--- src/rtl/cpu_pkg.sv ---
// -----------------------------------------------------------------------------
// cpu_pkg
//   Shared constants for the operand fetch stage and its register file:
//   default widths, field widths, the op-code bit that selects the
//   immediate, NZCV bit positions and the condition-code encodings.
//   Also provides cond_pass(), which evaluates a condition against NZCV.
// -----------------------------------------------------------------------------
package cpu_pkg;

    // Default datapath geometry; modules expose these as overridable parameters.
    localparam int DEF_DATA_W   = 32;
    localparam int DEF_NUM_REGS = 16;
    localparam int DEF_IMM_W    = 16;

    // Fixed instruction field widths.
    localparam int OP_W    = 4;
    localparam int COND_W  = 4;
    localparam int FLAGS_W = 4;

    // op_code[OP_IMM_BIT] = 1 selects the zero-extended immediate as operand B.
    localparam int OP_IMM_BIT = 3;

    // Bit positions inside the {N,Z,C,V} flag vector.
    localparam int FLAG_N = 3;
    localparam int FLAG_Z = 2;
    localparam int FLAG_C = 1;
    localparam int FLAG_V = 0;

    typedef enum logic [COND_W-1:0] {
        COND_AL = 4'd0,
        COND_EQ = 4'd1,
        COND_NE = 4'd2,
        COND_CS = 4'd3,
        COND_CC = 4'd4,
        COND_MI = 4'd5,
        COND_PL = 4'd6,
        COND_VS = 4'd7,
        COND_VC = 4'd8,
        COND_HI = 4'd9,
        COND_LS = 4'd10,
        COND_GE = 4'd11,
        COND_LT = 4'd12,
        COND_GT = 4'd13,
        COND_LE = 4'd14,
        COND_NV = 4'd15
    } cond_e;

    // Returns 1 when the instruction's condition holds for the given flags.
    function automatic logic cond_pass(input logic [COND_W-1:0]  cond,
                                       input logic [FLAGS_W-1:0] nzcv);
        logic n, z, c, v;
        logic pass;
        n = nzcv[FLAG_N];
        z = nzcv[FLAG_Z];
        c = nzcv[FLAG_C];
        v = nzcv[FLAG_V];
        case (cond_e'(cond))
            COND_AL: pass = 1'b1;
            COND_EQ: pass = z;
            COND_NE: pass = !z;
            COND_CS: pass = c;
            COND_CC: pass = !c;
            COND_MI: pass = n;
            COND_PL: pass = !n;
            COND_VS: pass = v;
            COND_VC: pass = !v;
            COND_HI: pass = c && !z;
            COND_LS: pass = !c || z;
            COND_GE: pass = (n == v);
            COND_LT: pass = (n != v);
            COND_GT: pass = !z && (n == v);
            COND_LE: pass = z || (n != v);
            default: pass = 1'b0;   // COND_NV: never executes
        endcase
        return pass;
    endfunction

endpackage

--- src/rtl/regfile.sv ---
// -----------------------------------------------------------------------------
// regfile
//   NUM_REGS x DATA_W architectural register file.
//   Two asynchronous read ports and one synchronous write port. A write in
//   the current cycle is bypassed onto both read ports (write-first), so a
//   consumer reading the same address sees the new value immediately.
//
// Ports
//   clk, reset            clock, asynchronous active-high reset (clears all)
//   rd_addr_a/rd_data_a   read port A
//   rd_addr_b/rd_data_b   read port B
//   wr_en/wr_addr/wr_data write port
// -----------------------------------------------------------------------------
module regfile #(
    parameter  int DATA_W   = cpu_pkg::DEF_DATA_W,
    parameter  int NUM_REGS = cpu_pkg::DEF_NUM_REGS,
    localparam int AW       = $clog2(NUM_REGS)
) (
    input  logic              clk,
    input  logic              reset,
    input  logic [AW-1:0]     rd_addr_a,
    output logic [DATA_W-1:0] rd_data_a,
    input  logic [AW-1:0]     rd_addr_b,
    output logic [DATA_W-1:0] rd_data_b,
    input  logic              wr_en,
    input  logic [AW-1:0]     wr_addr,
    input  logic [DATA_W-1:0] wr_data
);

    logic [DATA_W-1:0] mem [NUM_REGS];

    // NOTE: the array is reset explicitly because a reset must leave every
    // register reading zero; this keeps it in flops rather than a RAM macro.
    always_ff @(posedge clk or posedge reset) begin
        if (reset) begin
            for (int i = 0; i < NUM_REGS; i++) begin
                mem[i] <= '0;
            end
        end else if (wr_en) begin
            // NOTE: sequential state uses non-blocking assignment so every
            // flop samples pre-edge values regardless of statement order.
            mem[wr_addr] <= wr_data;
        end
    end

    // Write-first bypass: same-cycle writeback wins over the stored value.
    always_comb begin
        rd_data_a = mem[rd_addr_a];
        rd_data_b = mem[rd_addr_b];
        if (wr_en && (wr_addr == rd_addr_a)) rd_data_a = wr_data;
        if (wr_en && (wr_addr == rd_addr_b)) rd_data_b = wr_data;
    end

endmodule

--- src/rtl/operand_fetch_stage.sv ---
// -----------------------------------------------------------------------------
// operand_fetch_stage
//   Sits after the fetch/decode register. Reads source operands from the
//   architectural register file, evaluates the condition field against
//   NZCV, tracks in-flight destinations and flag writers in a busy
//   scoreboard, stalls upstream on RAW/WAW/flag hazards, and hands a
//   registered operand bundle to execute over a valid/ready handshake.
//
// Ports
//   clk, reset               clock, asynchronous active-high reset
//   in_valid / in_ready      upstream handshake (decoded instruction)
//   op_code_in ...
//   immediat_value_in        decoded instruction fields
//   wb_en/wb_addr/wb_data    register writeback from execute/writeback
//   wb_flags_en/wb_flags     NZCV writeback
//   out_valid / out_ready    downstream handshake (operand bundle)
//   op_code_out, s_bit_out,
//   destination_out,
//   operand_a_out,
//   operand_b_out            registered operand bundle
//   flags_out                current NZCV including same-cycle writeback
// -----------------------------------------------------------------------------
module operand_fetch_stage
    import cpu_pkg::*;
#(
    parameter  int DATA_W   = DEF_DATA_W,
    parameter  int NUM_REGS = DEF_NUM_REGS,
    parameter  int IMM_W    = DEF_IMM_W,
    localparam int AW       = $clog2(NUM_REGS)
) (
    input  logic               clk,
    input  logic               reset,

    input  logic               in_valid,
    output logic               in_ready,
    input  logic [OP_W-1:0]    op_code_in,
    input  logic [COND_W-1:0]  condition_in,
    input  logic               s_bit_in,
    input  logic [AW-1:0]      destination_in,
    input  logic [AW-1:0]      src1_in,
    input  logic [AW-1:0]      src2_in,
    input  logic [IMM_W-1:0]   immediat_value_in,

    input  logic               wb_en,
    input  logic [AW-1:0]      wb_addr,
    input  logic [DATA_W-1:0]  wb_data,
    input  logic               wb_flags_en,
    input  logic [FLAGS_W-1:0] wb_flags,

    output logic               out_valid,
    input  logic               out_ready,
    output logic [OP_W-1:0]    op_code_out,
    output logic               s_bit_out,
    output logic [AW-1:0]      destination_out,
    output logic [DATA_W-1:0]  operand_a_out,
    output logic [DATA_W-1:0]  operand_b_out,
    output logic [FLAGS_W-1:0] flags_out
);

    // ------------------------------------------------------------------
    // State
    // ------------------------------------------------------------------
    logic [NUM_REGS-1:0] busy_q;        // destination written by an in-flight op
    logic                flag_busy_q;   // an in-flight op will write NZCV
    logic [FLAGS_W-1:0]  flags_q;

    // ------------------------------------------------------------------
    // Register file with same-cycle writeback bypass
    // ------------------------------------------------------------------
    logic [DATA_W-1:0] rf_rd_a;
    logic [DATA_W-1:0] rf_rd_b;

    regfile #(
        .DATA_W   (DATA_W),
        .NUM_REGS (NUM_REGS)
    ) u_regfile (
        .clk       (clk),
        .reset     (reset),
        .rd_addr_a (src1_in),
        .rd_data_a (rf_rd_a),
        .rd_addr_b (src2_in),
        .rd_data_b (rf_rd_b),
        .wr_en     (wb_en),
        .wr_addr   (wb_addr),
        .wr_data   (wb_data)
    );

    // ------------------------------------------------------------------
    // Effective (post-writeback) flags and scoreboard
    // ------------------------------------------------------------------
    logic [FLAGS_W-1:0]  flags_eff;
    logic [NUM_REGS-1:0] wb_clear;
    logic [NUM_REGS-1:0] busy_eff;
    logic                flag_busy_eff;

    // NOTE: every signal assigned in always_comb gets a default first so
    // no path leaves it unassigned and no latch is inferred.
    always_comb begin
        wb_clear = '0;
        if (wb_en) wb_clear[wb_addr] = 1'b1;
    end

    assign flags_eff     = wb_flags_en ? wb_flags : flags_q;
    assign busy_eff      = busy_q & ~wb_clear;
    assign flag_busy_eff = flag_busy_q && !wb_flags_en;
    assign flags_out     = flags_eff;

    // ------------------------------------------------------------------
    // Hazard detection and upstream handshake
    // ------------------------------------------------------------------
    logic use_imm;
    logic needs_flags;
    logic haz_src1;
    logic haz_src2;
    logic haz_dest;
    logic haz_flags;
    logic hazard;
    logic accept;
    logic cond_ok;
    logic issue;

    assign use_imm = op_code_in[OP_IMM_BIT];

    // AL and NV are decided without reading NZCV, so only other conditions
    // (or a flag-setting op, to keep flag writes ordered) wait on flag_busy.
    assign needs_flags = s_bit_in ||
                         !((condition_in == COND_AL) || (condition_in == COND_NV));

    assign haz_src1  = busy_eff[src1_in];
    assign haz_src2  = !use_imm && busy_eff[src2_in];
    assign haz_dest  = busy_eff[destination_in];
    assign haz_flags = flag_busy_eff && needs_flags;
    assign hazard    = haz_src1 || haz_src2 || haz_dest || haz_flags;

    // in_ready is independent of in_valid to keep the handshake loop-free.
    assign in_ready = !hazard && (!out_valid || out_ready);
    assign accept   = in_valid && in_ready;
    assign cond_ok  = cond_pass(condition_in, flags_eff);
    assign issue    = accept && cond_ok;   // a failing condition is squashed

    // ------------------------------------------------------------------
    // Scoreboard next state: a same-cycle set beats a same-cycle clear
    // ------------------------------------------------------------------
    logic [NUM_REGS-1:0] busy_set;
    logic [NUM_REGS-1:0] busy_next;
    logic                flag_busy_next;

    always_comb begin
        busy_set = '0;
        if (issue) busy_set[destination_in] = 1'b1;
    end

    assign busy_next      = busy_eff | busy_set;
    assign flag_busy_next = flag_busy_eff || (issue && s_bit_in);

    // ------------------------------------------------------------------
    // Operand selection
    // ------------------------------------------------------------------
    logic [DATA_W-1:0] operand_b_sel;

    assign operand_b_sel = use_imm ? {{(DATA_W-IMM_W){1'b0}}, immediat_value_in}
                                   : rf_rd_b;

    // ------------------------------------------------------------------
    // Sequential state and output pipeline register
    // ------------------------------------------------------------------
    always_ff @(posedge clk or posedge reset) begin
        if (reset) begin
            busy_q          <= '0;
            flag_busy_q     <= 1'b0;
            flags_q         <= '0;
            out_valid       <= 1'b0;
            op_code_out     <= '0;
            s_bit_out       <= 1'b0;
            destination_out <= '0;
            operand_a_out   <= '0;
            operand_b_out   <= '0;
        end else begin
            busy_q      <= busy_next;
            flag_busy_q <= flag_busy_next;
            if (wb_flags_en) flags_q <= wb_flags;

            if (issue) begin
                out_valid       <= 1'b1;
                op_code_out     <= op_code_in;
                s_bit_out       <= s_bit_in;
                destination_out <= destination_in;
                operand_a_out   <= rf_rd_a;
                operand_b_out   <= operand_b_sel;
            end else if (out_ready) begin
                // Bundle taken (or none held) and nothing new to present.
                out_valid <= 1'b0;
            end
        end
    end

endmodule

--- config.mk ---
export PLATFORM = sky130hd
export DESIGN_NAME = operand_fetch_stage
export DESIGN_NICKNAME = d
export VERILOG_FILES = /design/src/rtl/cpu_pkg.sv /design/src/rtl/regfile.sv /design/src/rtl/operand_fetch_stage.sv
export SDC_FILE = /design/constraint.sdc
export NUM_CORES = 1
export LEC_CHECK = 0
export ABC_CLOCK_PERIOD_IN_PS = 19000
export CAP_MARGIN = 20
export CORE_UTILIZATION = 55
export CTS_CLUSTER_DIAMETER = 50
export CTS_CLUSTER_SIZE = 10
export DETAILED_ROUTE_END_ITERATION = 8
export PLACE_DENSITY = 0.77
export SETUP_SLACK_MARGIN = 0.2
export SLEW_MARGIN = 20
export SYNTH_ARGS = -nofsm -noshare
export SYNTH_HDL_FRONTEND = slang
export SYNTH_SLANG_ARGS = --single-unit
--- constraint.sdc ---
create_clock -name clk -period 19 [get_ports clk]
set_input_delay 2.85 -clock clk [delete_from_list [all_inputs] [get_ports clk]]
set_output_delay 2.85 -clock clk [all_outputs]
set_load 0.02 [all_outputs]
# == Word level (Yosys, flattened, before mapping) ==
# Cells that the tools add are included.
# op_classes
magnitude_cmp,10
n_eq_ne,19
n_mux,28
n_bitwise,6
n_reduce_logical,34
# ops
op,count
512-bit bitwise mux,1
32-bit binary-select mux with 4-bit select,2
32-bit two-way mux,8
32-bit demux with 4-bit select,1
4-bit == test (second input constant),8
16-bit two-way mux,2
4-bit by 5-bit < comparator with 1-bit output (second input constant),4
16-bit AND,1
4-bit by 3-bit == test with 1-bit output (second input constant),4
16-bit inverter,1
16-bit OR,1
5-bit >= comparator (second input constant),3
4-bit inverter with 5-bit output,3
1-bit case mux with 15 select lines,1
1-bit logical AND,14
1-bit binary-select mux with 4-bit select,3
1-bit zero test,9
1-bit logical OR,9
1-bit demux with 4-bit select,2
4-bit by 2-bit == test with 1-bit output (second input constant),2
4-bit == test,2
4-bit by 1-bit >= comparator with 1-bit output (second input constant),2
1-bit two-way mux,7
5-bit by 1-bit < comparator with 1-bit output (second input constant),1
6 further kinds,6
# totals
register_bits,607
inputBits,83
output_inout_bits,79

# == Longest topological paths before layout ==
# logic_depth
ltp_word,19
mapped_depth,13
ltp_nobuf,8

# == By module ==
# From an unflattened synthesis, not the netlist that was laid out.
# unflattened
hier_cells,2136
area_unflattened_um2,32293.5
# modules_own_cells
module,n_inst,cells_per_inst,area_per_inst_um2
regfile,1,1756,27292.4
operand_fetch_stage,1,380,5001.0

# == Worst setup path before layout ==
# OpenSTA, ideal clock, no wires.
# synth_path
path_type,input to output
startpoint,input wb_addr[2]
endpoint,output in_ready
arrival_time_ns,4.602
path_slack_ns,11.548
stages,8
path_buffers,1
cell_sequence,buf_2 -> or3b_1 -> o21ai_0 -> o221ai_1 -> o31a_1 -> a41oi_1 -> o311ai_1 -> nor2_1
# synth_via
elab_chain_len,15
elab_cells_between_ends,20
cone_classes,order compare: 2; mux: 9; bitwise: 2; reduce/logical: 7
# synth_lines
item,line_no,rtl
start: declaration,operand_fetch_stage.sv:45,"input logic [AW-1:0] wb_addr,"
4-bit by 5-bit < comparator with 1-bit output (not written as such) / 4-bit by 1-bit >= comparator with 1-bit output (equally long branches),operand_fetch_stage.sv:100,if (wb_en) wb_clear[wb_addr] = 1'b1;
1-bit logical AND (not written as such),operand_fetch_stage.sv:100,
1-bit two-way mux (not written as such),operand_fetch_stage.sv:100,
1-bit demux with 4-bit select *,operand_fetch_stage.sv:100,
16-bit two-way mux *,operand_fetch_stage.sv:100,
16-bit inverter *,operand_fetch_stage.sv:104,assign busy_eff = busy_q & ~wb_clear;
16-bit AND *,operand_fetch_stage.sv:104,
1-bit binary-select mux with 4-bit select,operand_fetch_stage.sv:130,assign haz_src2 = !use_imm && busy_eff[src2_in];
1-bit two-way mux (not written as such),operand_fetch_stage.sv:130,
1-bit logical AND,operand_fetch_stage.sv:130,
1-bit logical OR,operand_fetch_stage.sv:133,assign hazard = haz_src1 || haz_src2 || haz_dest || haz_flags;
1-bit logical OR * (2 in series),operand_fetch_stage.sv:133,
1-bit zero test *,operand_fetch_stage.sv:136,assign in_ready = !hazard && (!out_valid || out_ready);
1-bit logical AND *,operand_fetch_stage.sv:136,
end: declaration,operand_fetch_stage.sv:35,"output logic in_ready,"
# Mark *: on every way between the ends. The rest lies on a longest branch, timed or not. The select of a mux whose other input is x is not followed.

# == Worst setup path in the final report ==
# layout_path
startpoint,input wb_addr[1]
endpoint,output in_ready
# Same word-level chain as after synthesis.

==> impl_metrics.csv <==
group,metric,value,unit
synth,synth_seq_area_share,47.0,%
clocking,cts_tree,"built",
synth,synth_top_area_share,47.0,%
placed_design,place_area,34400,um^2
die,io_pins,162,
power_and_ir_drop,intPower,3.23,mW
final_layout,n_antenna_cell,0,
die,rows,88,
setup_path,cp-start-kind,"input port",
min_path,hp-class,"flip-flop to flip-flop",
setup_path,path_max_fanout,34,
synth,synth_top_cell_by_area,"dfrtp_1",
clocking,postCtsSetupBuffers,0,
power_and_ir_drop,fin_total_pwr,4.47,mW
clocking,holdBufCountCts,0,
detailed_routing,routed_wl,81400,um
setup_path,cp-end-kind,"output port",
synth,synth_top_family_by_area,"multiplexers",
power_and_ir_drop,pwr-share-seq,41.9,%
grt,antenna_found_initial,1,
power_and_ir_drop,clkPwrFrac,30.2,%
grt,overflow,0,
synth,synth_cell_type_count,54,
clocking,clock_sinks,607,
synth,synthFlopType,"dfrtp_1",
synth,synth_warnings,0,
clocking,clock_path_buffers,3,
final_layout,area_growth,13.7,%
power_and_ir_drop,p_per_area,122,nW/um^2
synth,synthTopCellsByArea,"dfrtp_1, mux4_2, mux2_2",
detailed_routing,dr.pass1.iters,6,
synth,syn_inst,2032,
power_and_ir_drop,vdd_drop_max,0.0000959,V
placed_design,gp_congestion,0.877,
synth,synth-edff-count,0,
synth,synth.ff_latch_count,607,
sta,hold_viol_final,0,
die,die_area,59800,um^2
sta,worst_pin_slew,1.14,ns
sta,setup_tns,0,ns
synth,synthMuxAreaShare,46.1,%
power_and_ir_drop,combPwrFrac,27.9,%
synth,syn_area,32300,um^2
die,die_w,244,um
die,start_util,55.8,%
setup_path,arrival,6.62,ns
sta,rsz0062_at_grt,"false",
sta,finalSetupViolations,0,
sta,period_share,49.8,%
clocking,path_clk_slew,0.05,ns
synth,synth-async-reset-ratio,100,%
synth,synthXorXnorAreaFrac,0.271,%
grt,grt_pass1_wl,127000,um
final_layout,final_cells,2899,
clocking,cts_made_buffers,76,
placed_design,port_buffers,161,
status,status,"finished, final reports clean",
synth,synth_compound_gate_area_share,1.82,%
sta,slew_headroom,24.0,%
grt,globalRouteTotalUtil,28.1,%
placed_design,place_inst,2795,
die,die_h,244,um
clocking,clk_latency,0.61,ns
detailed_routing,drt_iter0_drc,1526,
final_layout,drive_above_1_share,52.3,%
job,cap_violations,0,
final_layout,design_area,36700,um^2
detailed_routing,vias,19324,
clocking,cts_root_buf,"clkbuf_16",
sta,clock_skew,0.0307,ns
die,fp.coreArea,57900,um^2
synth,syn_area_per_cell,15.9,um^2
final_layout,final_util,63.4,%
sta,fmax,106,MHz
setup_path,crit_type,"input port to output port",
detailed_routing,postRouteAntennaNets,0,
grt,grt_max_degree,198,
detailed_routing,drc,0,
power_and_ir_drop,switchingPower,1.24,mW
synth,synth_nets,2115,
final_layout,fin_nets,2192,
synth,synthAdderAreaFrac,0,%
setup_path,cp.required,16.15,ns
placed_design,dpl.hpwl,45600,um
sta,final_period_minus_worst_setup_slack,9.47,ns
sta,slew_viol_final,0,
power_and_ir_drop,p_leak,15.0,nW
synth,synth-simple-area-share,2.02,%
detailed_routing,wl_per_cell,28.1,um
clocking,cts-resized-gates,0,
detailed_routing,vias_per_cell,6.67,
grt,grt_pass1_vias,20660,
power_and_ir_drop,switching_share,27.8,%
clocking,cts_max_level,3,
state kept, by name, indices dropped and copies added, names as in the netlist, 4 cells and up:
signal / cells
u_regfile.mem: 512
operand_a_out: 32
operand_b_out: 32
busy_q: 16
destination_out: 4
flags_q: 4
op_code_out: 4
per-stage QoR:
stage / hold WS (ns) / worst slack [ns]
final: 0.505 / 9.53
after global routing: 0.522 / 9.41
after CTS: 0.508 / 9.54
after detailed placement: 0.490 / 9.54
after global placement: 0.491 / 9.66
after floorplan: 0.460 / 7.87
per-layer routing:
metal | vias up | GRT usage, % | part of all wire [%] | wire, um
li1 | 8019 | - | - | -
met1 | 10491 | 37.9 | 41 | 33200
met2 | 634 | 46.9 | 51 | 41200
met3 | 178 | 4.81 | 5.6 | 4590
met4 | 2 | 8.86 | 3.0 | 2460
met5 | - | 0 | 0.016 | 13
cells by family after synthesis:
| group | Yosys count |
|---|---|
| muxes | 982 |
| and+or+nand+nor | 139 |
| buffers and inverters | 212 |
| AOI/OAI and AO/OA | 82 |
| DFF | 607 |
| xor gates and xnor gates | 10 |
power by group through the flow:
stage / registers (mW) / clock network (mW) / logic (mW)
floorplan: 1.91 / 0 / 0.818
global placement: 1.85 / 0 / 1.22
detailed placement: 1.88 / 0 / 1.25
CTS: 1.87 / 1.37 / 1.26
global route: 1.92 / 1.42 / 1.32
finish: 1.87 / 1.35 / 1.25
Yosys cell counts, types with 4 or more instances:
master / number
xor2_1: 6
inv_1: 13
xnor2_1: 4
mux2_4: 71
nand3b_1: 4
nand3_1: 9
mux4_2: 324
buf_1: 35
nand2b_1: 9
clkbuf_1: 141
dfrtp_1: 607
nand2_1: 42
a22o_1: 9
a21bo_2: 7
o221ai_1: 5
or2_2: 5
nor2_1: 45
nor3_1: 8
buf_6: 10
buf_2: 10
mux2_2: 545
o21ai_0: 33
o22ai_1: 4
o2111ai_1: 4
mux2i_1: 42
area by class of cell:
class,instances,area [um^2]
Clock buffer,88,2060
Clock inverter,15,214
Fill cell,4136,21200
Inverter,14,56.3
Multi-Input combinational cell,1213,16300
Sequential cell,607,15200
Tap cell,765,957
Timing Repair Buffer,197,1930
critical path: stages:
cell and delay (ns):
clkdlybuf4s50_1 0.66, nand2b_1 0.42, nand2b_2 0.20, buf_4 0.52
nand2_1 0.17, mux4_2 0.49, a211o_1 0.34, o31ai_4 0.28
nor2_1 0.08, clkdlybuf4s50_1 0.58
cell usage in the layout, fill, tap and decap left out, types with 4 or more instances in the layout:
cell,n
clkbuf_8,9
mux2_4,71
o21ai_0,33
mux2_2,545
buf_4,32
o221ai_1,5
bufinv_16,4
clkdlybuf4s50_1,153
nor2_1,39
xnor2_1,4
xor2_1,6
nand2b_1,6
nand2_1,40
clkbuf_16,78
nor2_4,8
o22ai_1,4
mux4_2,324
a21bo_2,7
nor3_1,8
inv_6,5
o2111ai_1,4
nand3b_1,4
inv_1,12
or2_2,5
buf_6,4
nand3_1,8
a22o_1,9
mux2i_1,42
dfrtp_1,607
path summary, 6_finish.rpt:
path	from	end	slack [ns]	cells past startpoint
setup / recovery	wb_addr[1]	in_ready	9.53	10
hold / removal	operand_b_out[3]	operand_b_out[3]	0.50	1
setup reg to reg	flags_q[2]	operand_a_out[13]	14.81	9
hold reg to reg	operand_b_out[3]	operand_b_out[3]	0.50	1
max in group asynchronous	reset	u_regfile.mem[487]	13.09	6
min in group asynchronous	reset	operand_a_out[16]	2.77	2
No activity file was read; power rests on OpenSTA's default activity.
